[config.mk]
export PLATFORM = sky130hd
export DESIGN_NAME = fetch_unit
export DESIGN_NICKNAME = d
export VERILOG_FILES = /design/src/rtl/fetch_pkg.sv /design/src/rtl/fetch_pc_reg.sv /design/src/rtl/fetch_unit.sv
export SDC_FILE = /design/constraint.sdc
export NUM_CORES = 1
export LEC_CHECK = 0
export CORE_MARGIN = 1
export CORE_UTILIZATION = 46
export DETAILED_ROUTE_END_ITERATION = 12
export PLACE_DENSITY = 0.9
export SKIP_CTS_REPAIR_TIMING = 1
export SYNTH_ARGS = -nofsm -noshare
export SYNTH_HDL_FRONTEND = slang
export SYNTH_SLANG_ARGS = --single-unit
[constraint.sdc]
create_clock -name CLK -period 4.7 [get_ports CLK]
set_clock_uncertainty 0.1 [all_clocks]
set_input_delay 0.94 -clock CLK [delete_from_list [all_inputs] [get_ports CLK]]
set_output_delay 0.94 -clock CLK [all_outputs]
set_load 0.05 [all_outputs]
[src/rtl/fetch_pkg.sv]
// Shared types and constants for the instruction fetch unit.
// Optional feature macro: FETCH_ALIGN_CHECK_EN adds the S_FAULT state.
package fetch_pkg;

  localparam int WORD_W = 16;

  typedef logic [WORD_W-1:0] word_t;

  localparam word_t DEFAULT_RESET_PC = 16'h0000;
  localparam word_t DEFAULT_PC_STEP  = 16'd2;

`ifdef FETCH_ALIGN_CHECK_EN
  typedef enum logic [1:0] {
    S_IDLE  = 2'd0,
    S_REQ   = 2'd1,
    S_HOLD  = 2'd2,
    S_FAULT = 2'd3
  } state_t;
`else
  typedef enum logic [1:0] {
    S_IDLE = 2'd0,
    S_REQ  = 2'd1,
    S_HOLD = 2'd2
  } state_t;
`endif

  // The PC wraps modulo 2^16 simply by the width of the result.
  function automatic word_t pc_add(input word_t pc, input word_t step);
    return pc + step;
  endfunction

endpackage

[src/rtl/fetch_pc_reg.sv]
// Program counter register: synchronous active-low reset, load, increment.
// Reset beats load, load beats increment.
module fetch_pc_reg
  import fetch_pkg::*;
#(
  parameter word_t RESET_PC = DEFAULT_RESET_PC,
  parameter word_t PC_STEP  = DEFAULT_PC_STEP
) (
  input  logic  clk,
  input  logic  rst_n,
  input  logic  load,
  input  word_t load_pc,
  input  logic  inc,
  output word_t pc
);

  // PC update with reset > load > increment priority.
  always_ff @(posedge clk) begin
    if (!rst_n) begin
      pc <= RESET_PC;
    end else if (load) begin
      pc <= load_pc;
    end else if (inc) begin
      pc <= pc_add(pc, PC_STEP);
    end
  end

endmodule

[src/rtl/fetch_unit.sv]
// Instruction fetch unit: issues memory reads at the PC and holds each
// fetched word until the downstream stage accepts it. All outputs come
// from registers. Optional macro FETCH_ALIGN_CHECK_EN traps odd PCs in
// S_FAULT instead of fetching them.
module fetch_unit
  import fetch_pkg::*;
#(
  parameter word_t RESET_PC = DEFAULT_RESET_PC,
  parameter word_t PC_STEP  = DEFAULT_PC_STEP
) (
  input  logic              CLK,
  input  logic              RST_N,
  output logic              mem_req,
  output logic [WORD_W-1:0] mem_addr,
  input  logic              mem_ack,
  input  logic [WORD_W-1:0] mem_rdata,
  output logic              instr_valid,
  input  logic              instr_ready,
  output logic [WORD_W-1:0] instr_out,
  output logic [WORD_W-1:0] instr_pc,
  input  logic              redirect,
  input  logic [WORD_W-1:0] redirect_pc
`ifdef FETCH_ALIGN_CHECK_EN
  ,
  output logic              fault
`endif
);

  state_t state;
  state_t state_next;
  word_t  pc;
  logic   capture;
  logic   pc_misaligned;

`ifdef FETCH_ALIGN_CHECK_EN
  assign pc_misaligned = pc[0];
  assign fault         = (state == S_FAULT);
`else
  assign pc_misaligned = 1'b0;
`endif

  fetch_pc_reg #(
    .RESET_PC (RESET_PC),
    .PC_STEP  (PC_STEP)
  ) u_pc (
    .clk     (CLK),
    .rst_n   (RST_N),
    .load    (redirect),
    .load_pc (redirect_pc),
    .inc     (capture),
    .pc      (pc)
  );

  // State register; reset returns to idle and abandons any request.
  always_ff @(posedge CLK) begin
    if (!RST_N) begin
      state <= S_IDLE;
    end else begin
      state <= state_next;
    end
  end

  // Next-state logic; a redirect overrides everything, including a same-cycle ack.
  always_comb begin
    state_next = state;
    capture    = 1'b0;
    case (state)
      S_IDLE: state_next = S_REQ;
      S_REQ: begin
        if (pc_misaligned) begin
`ifdef FETCH_ALIGN_CHECK_EN
          state_next = S_FAULT;
`else
          state_next = S_REQ;
`endif
        end else if (mem_ack) begin
          state_next = S_HOLD;
          capture    = 1'b1;
        end
      end
      S_HOLD: begin
        if (instr_ready) begin
          state_next = S_REQ;
        end
      end
`ifdef FETCH_ALIGN_CHECK_EN
      S_FAULT: state_next = S_FAULT;
`endif
      default: state_next = S_IDLE;
    endcase
    if (redirect) begin
      state_next = S_REQ;
      capture    = 1'b0;
    end
  end

  // Instruction output registers capture the word and its address on a completed fetch.
  always_ff @(posedge CLK) begin
    if (!RST_N) begin
      instr_out <= '0;
      instr_pc  <= '0;
    end else if (capture) begin
      instr_out <= mem_rdata;
      instr_pc  <= pc;
    end
  end

  assign mem_req     = (state == S_REQ) && !pc_misaligned;
  assign mem_addr    = pc;
  assign instr_valid = (state == S_HOLD);

endmodule

# After elaboration in Yosys (flattened, before gate mapping)
# Index checks and enable logic that the tools add are counted.
word_totals:
  register_bits: 50
  latch_bits: 0
  ram_bits: 0
  romBits: 0
  input_bits: 37
  out_inout_bits: 50
  wordCells: 27
  memories: 0
op_classes:
  add_sub_neg: 1
  n_mul: 0
  div_mod_pow: 0
  order_cmp: 0
  eq_ne: 6
  shift: 0
  muxes: 9
  bitwise: 1
  n_reduce_logical: 5
op_table:
  columns: ["operator", "count"]
  rows:
  - ["$mux 16", 2]
  - ["$add 16x2->16 const B", 1]
  - ["$ne 3x1->1 const B", 2]
  - ["$pmux 2 s3", 1]
  - ["$mux 1", 4]
  - ["$mux 2", 2]
  - ["$ne 2x1->1 const B", 2]
  - ["$reduce_and 2->1", 2]
  - ["$eq 2x1->1 const B", 1]
  - ["$eq 2x2->1 const B", 1]
  - ["$logic_not 2->1", 1]
  - ["$reduce_bool 2->1", 1]
  - ["$reduce_or 2->1", 1]
  - ["$not 1->1", 1]

# Longest topological paths before layout
logic_depth:
  ltp_word: 5
  ltp_mapped: 5
  mapped_depth_nobuf: 5

# Modules after synthesis
# Synthesis repeated with hierarchy kept, for this count alone.
unflattened:
  cells_unflattened: 249
  hier_area_um2: 2130.8
modules_own_cells:
  columns: ["mod", "n_inst", "cells_per_inst", "area_each_um2", "seq_area_each_um2"]
  rows:
  - ["fetch_unit", 1, 154, 1307.5, 680.7]
  - ["fetch_pc_reg", 1, 95, 823.3, 320.3]

# Worst setup path after synthesis
# Ideal clock, no wire load.
synth_path:
  path_kind: "flip-flop to output port"
  start: "register state[0]"
  end: "output port mem_req"
  t_arrival_ns: 1.235
  required_ns: 3.660
  path_slack_ns: 2.425
  path_stages_with_launch: 2
  n_path_buf: 0
  path_cell_list: "dfxtp_1 nor2b_1"
synth_via:
  elab_chain_cells: 1
synth_lines:
  columns: ["item", "line_no", "rtl"]
  rows:
  - ["start: declaration", "fetch_unit.sv:29", "state_t state;"]
  - ["start signal: assignment", "fetch_unit.sv:59", "state <= state_next;"]
  - ["$eq 2x1->1", "fetch_unit.sv:108", "assign mem_req = (state == S_REQ) && !pc_misaligned;"]
  - ["end: declaration", "fetch_unit.sv:13", "output logic mem_req,"]
# Every way passes these cells.

# Final worst setup path
# Ends and elaborated chain as after synthesis.

==> reports/results.ini <==
[layout]
layout-drive-gt1-share = 0.0475
finalNetCount = 374
ff_latch_area_um2 = 1000
area_growth_pct = 46.1
antenna_cells = 0
final_area_um2 = 3130
multi_input_area_um2 = 1080
fill_cells = 350

[placement]
pre_cts_slack_ns = 1.68
place_area_um2 = 3040
port_buffers = 86
place_congestion = 0.823
hpwl_um = 3740

[pwr]
power_density_nw_per_um2 = 289
internal_power_w = 0.000637
p_sw_w = 0.000269
pwr-share-clk = 0.288
leakagePower_nw = 1.10
pwr-share-seq = 0.511
peakVddDrop_mv = 0.235
power_w = 0.000906
sw_frac_of_total = 0.297
comb_power_share = 0.202

[logic_synthesis]
synthArstFlopShare = 0
synthFlopType = dfxtp_1
avgSynthCellArea_um2 = 8.44
synth_top_cell_area_share = 0.467
ys_seq_area_frac = 0.467
synthDistinctLibCells = 31
synth_adder_area_share = 0.00583
synth_edf_count = 0
syn_inst = 254
synth_seq_cells = 50
synth_mux_area_frac = 0.00933
synthSimpleGateAreaFrac = 0.249
synth_area_leaders = dfxtp_1, nand2_1, a21boi_0
synth_most_common_cell = nand2_1
synth_area_um2 = 2140
synth_common_cells = nand2_1, dfxtp_1, a21boi_0
synth_warnings = 0
synth_xor_area_frac = 0.0490
netlist.top_cell.by_area = dfxtp_1
synth_top_family_by_area = simple AND/OR/NAND/NOR gates
syn-num-nets = 292
synth_compound_area_frac = 0.191

[hold_path]
hold_path.startpoint = instr_pc[15]
min_path_type = flip-flop to flip-flop
whs_path_depth = 2
hold_path_end = instr_pc[15]

[global_routing]
grt_usage = 0.219
grt_pass1_vias = 1868
grt_max_degree = 39
grt_overflow = 0
grt_pass1_wl_um = 8650
antenna_found_initial = 0

[timing]
setup_violations = 0
relSlewSlack = 0.596
fmax_mhz = 338
rsz0062_at_grt = no
fin_ws_ns = 1.75
slew_violations = 0
fin_crit_sh = 0.629
finalCriticalPeriod_ns = 2.95
hold_slack_ns = 0.357
hold_viol = 0
tightestPinTransition_ns = 0.605
fin_setup_tns_ns = 0

[run_status]
status = complete, no violations

[worst_setup_path]
r2r_setup_slack_ns = 2.96
required_ns = 3.66
ff2ff_path_depth = 4
cp-start-kind = flip-flop
cp.arrival_ns = 1.91
startpoint = state[0]
crit_path_max_fanout = 7
worstReg2RegStart = u_pc.pc[4]
r2r_end = u_pc.pc[15]
critPathKind = flip-flop to primary output
cp-end-kind = primary output

[routing]
drt_first_pass_iters = 4
wl_per_cell_um = 13.6
vias = 2060
first_iter_violations = 147
final_antenna_net_count = 0
drt-vias-per-instance = 5.30
wirelength_um = 5290
post-route-drc-count = 0

[floorplanning]
die_area_um2 = 4940
core_area_um2 = 4410
die_x_um = 70.3
chipHeight_um = 70.3
io_pins = 87
start_util = 0.486
rows = 24

[job]
max-cap-violations = 0

[clocking]
clk_path_buf_depth = 2
cts.sinks = 50
cts_tree = built
h-tree-depth = 2
clk_pin_slew_ns = 0.09
ctsRootBufferMaster = clkbuf_8
insertion_delay_ns = 0.30
cts_buffers = 5

[sequential cells by signal, summed over array words and instances, names as in the netlist]
name / flops
instr_out: 16
instr_pc: 16
u_pc.pc: 16
state: 2
[cells in the final DEF (no fill, tap or decap), drive strengths merged]
cell | netlist | final
nand3b | 1 | 1
nor4 | 6 | 6
and4b | 1 | 1
a21oi | 12 | 12
nand2b | 1 | 1
nor3b | 2 | 2
dfxtp | 50 | 50
a221o | 1 | 1
clkbuf | 11 | 6
nand4 | 2 | 2
nand4b | 1 | 1
inv | 2 | 2
clkinvlp | 0 | 1
xor2 | 2 | 2
ha | 1 | 1
clkdlybuf4s50 | 0 | 86
nor2 | 2 | 2
a41o | 1 | 1
mux2i | 2 | 2
nand3 | 5 | 5
clkinv | 0 | 1
o21ai | 16 | 16
nand2 | 75 | 75
xnor2 | 10 | 10
nor3 | 5 | 5
and2 | 2 | 2
buf | 3 | 3
nor2b | 5 | 5
a211o | 1 | 1
and3 | 2 | 2
a21boi | 32 | 32
[metal layers]
metal  up-vias  wire length [um]  track usage
li1       1020                 -            -
met1       972              2370        0.285
met2        60              2560        0.357
met3         8               285       0.0476
met4         0                74       0.0756
met5         -                 0            0
[area by class of cell]
cell class / instances / share of cell area
Multi-Input combinational cell: 188 / 0.345
Sequential cell: 50 / 0.319
Timing Repair Buffer: 89 / 0.282
Clock buffer: 6 / 0.0263
Tap cell: 52 / 0.0208
Clock inverter: 2 / 0.00399
Inverter: 2 / 0.00240
[cell families (layout without fill, tap and decap cells)]
family                     after synthesis  in the layout
AOI/OAI and AO/OA                       63             63
xor gates and xnor gates                12             12
adders and majority gates                1              1
buffers and inverters                   16             99
DFF                                     50             50
muxes                                    2              2
and+or+nand+nor                        110            110
[worst max-delay path, stage by stage, from the launching register on]
cell and delay (ns):
dfxtp_1 0.50, nor2b_1 0.26, clkdlybuf4s50_1 0.84
[through the flow]
stage | util | instances
2_1_floorplan | - | 254
3_3_place_gp | 0.688 | 381
3_5_place_dp | 0.688 | 381
4_1_cts | 0.710 | 389
5_1_grt | 0.710 | 389
6_report | 0.710 | 389
[power groups by stage]
stage                     logic [W]  registers (W)  clock network [W]
after detailed placement   0.000183       0.000472                  0
after CTS                  0.000183       0.000463           0.000265
after global placement     0.000180       0.000472                  0
after global routing       0.000194       0.000465           0.000285
after floorplan           0.0000504       0.000525                  0
final                      0.000183       0.000463           0.000261
[worst max path at each step]
stage | endpoint | slack, ns | cells past startpoint
3_5_place_dp | instr_out[9] | 1.68 | 6
2_1_floorplan | mem_req | 2.43 | 1
4_1_cts | mem_req | 1.75 | 2
6_report | mem_req | 1.75 | 2
5_1_grt | mem_req | 1.67 | 2
3_3_place_gp | instr_out[14] | 1.82 | 6
Note: power is estimated with default switching activity, not from simulation.
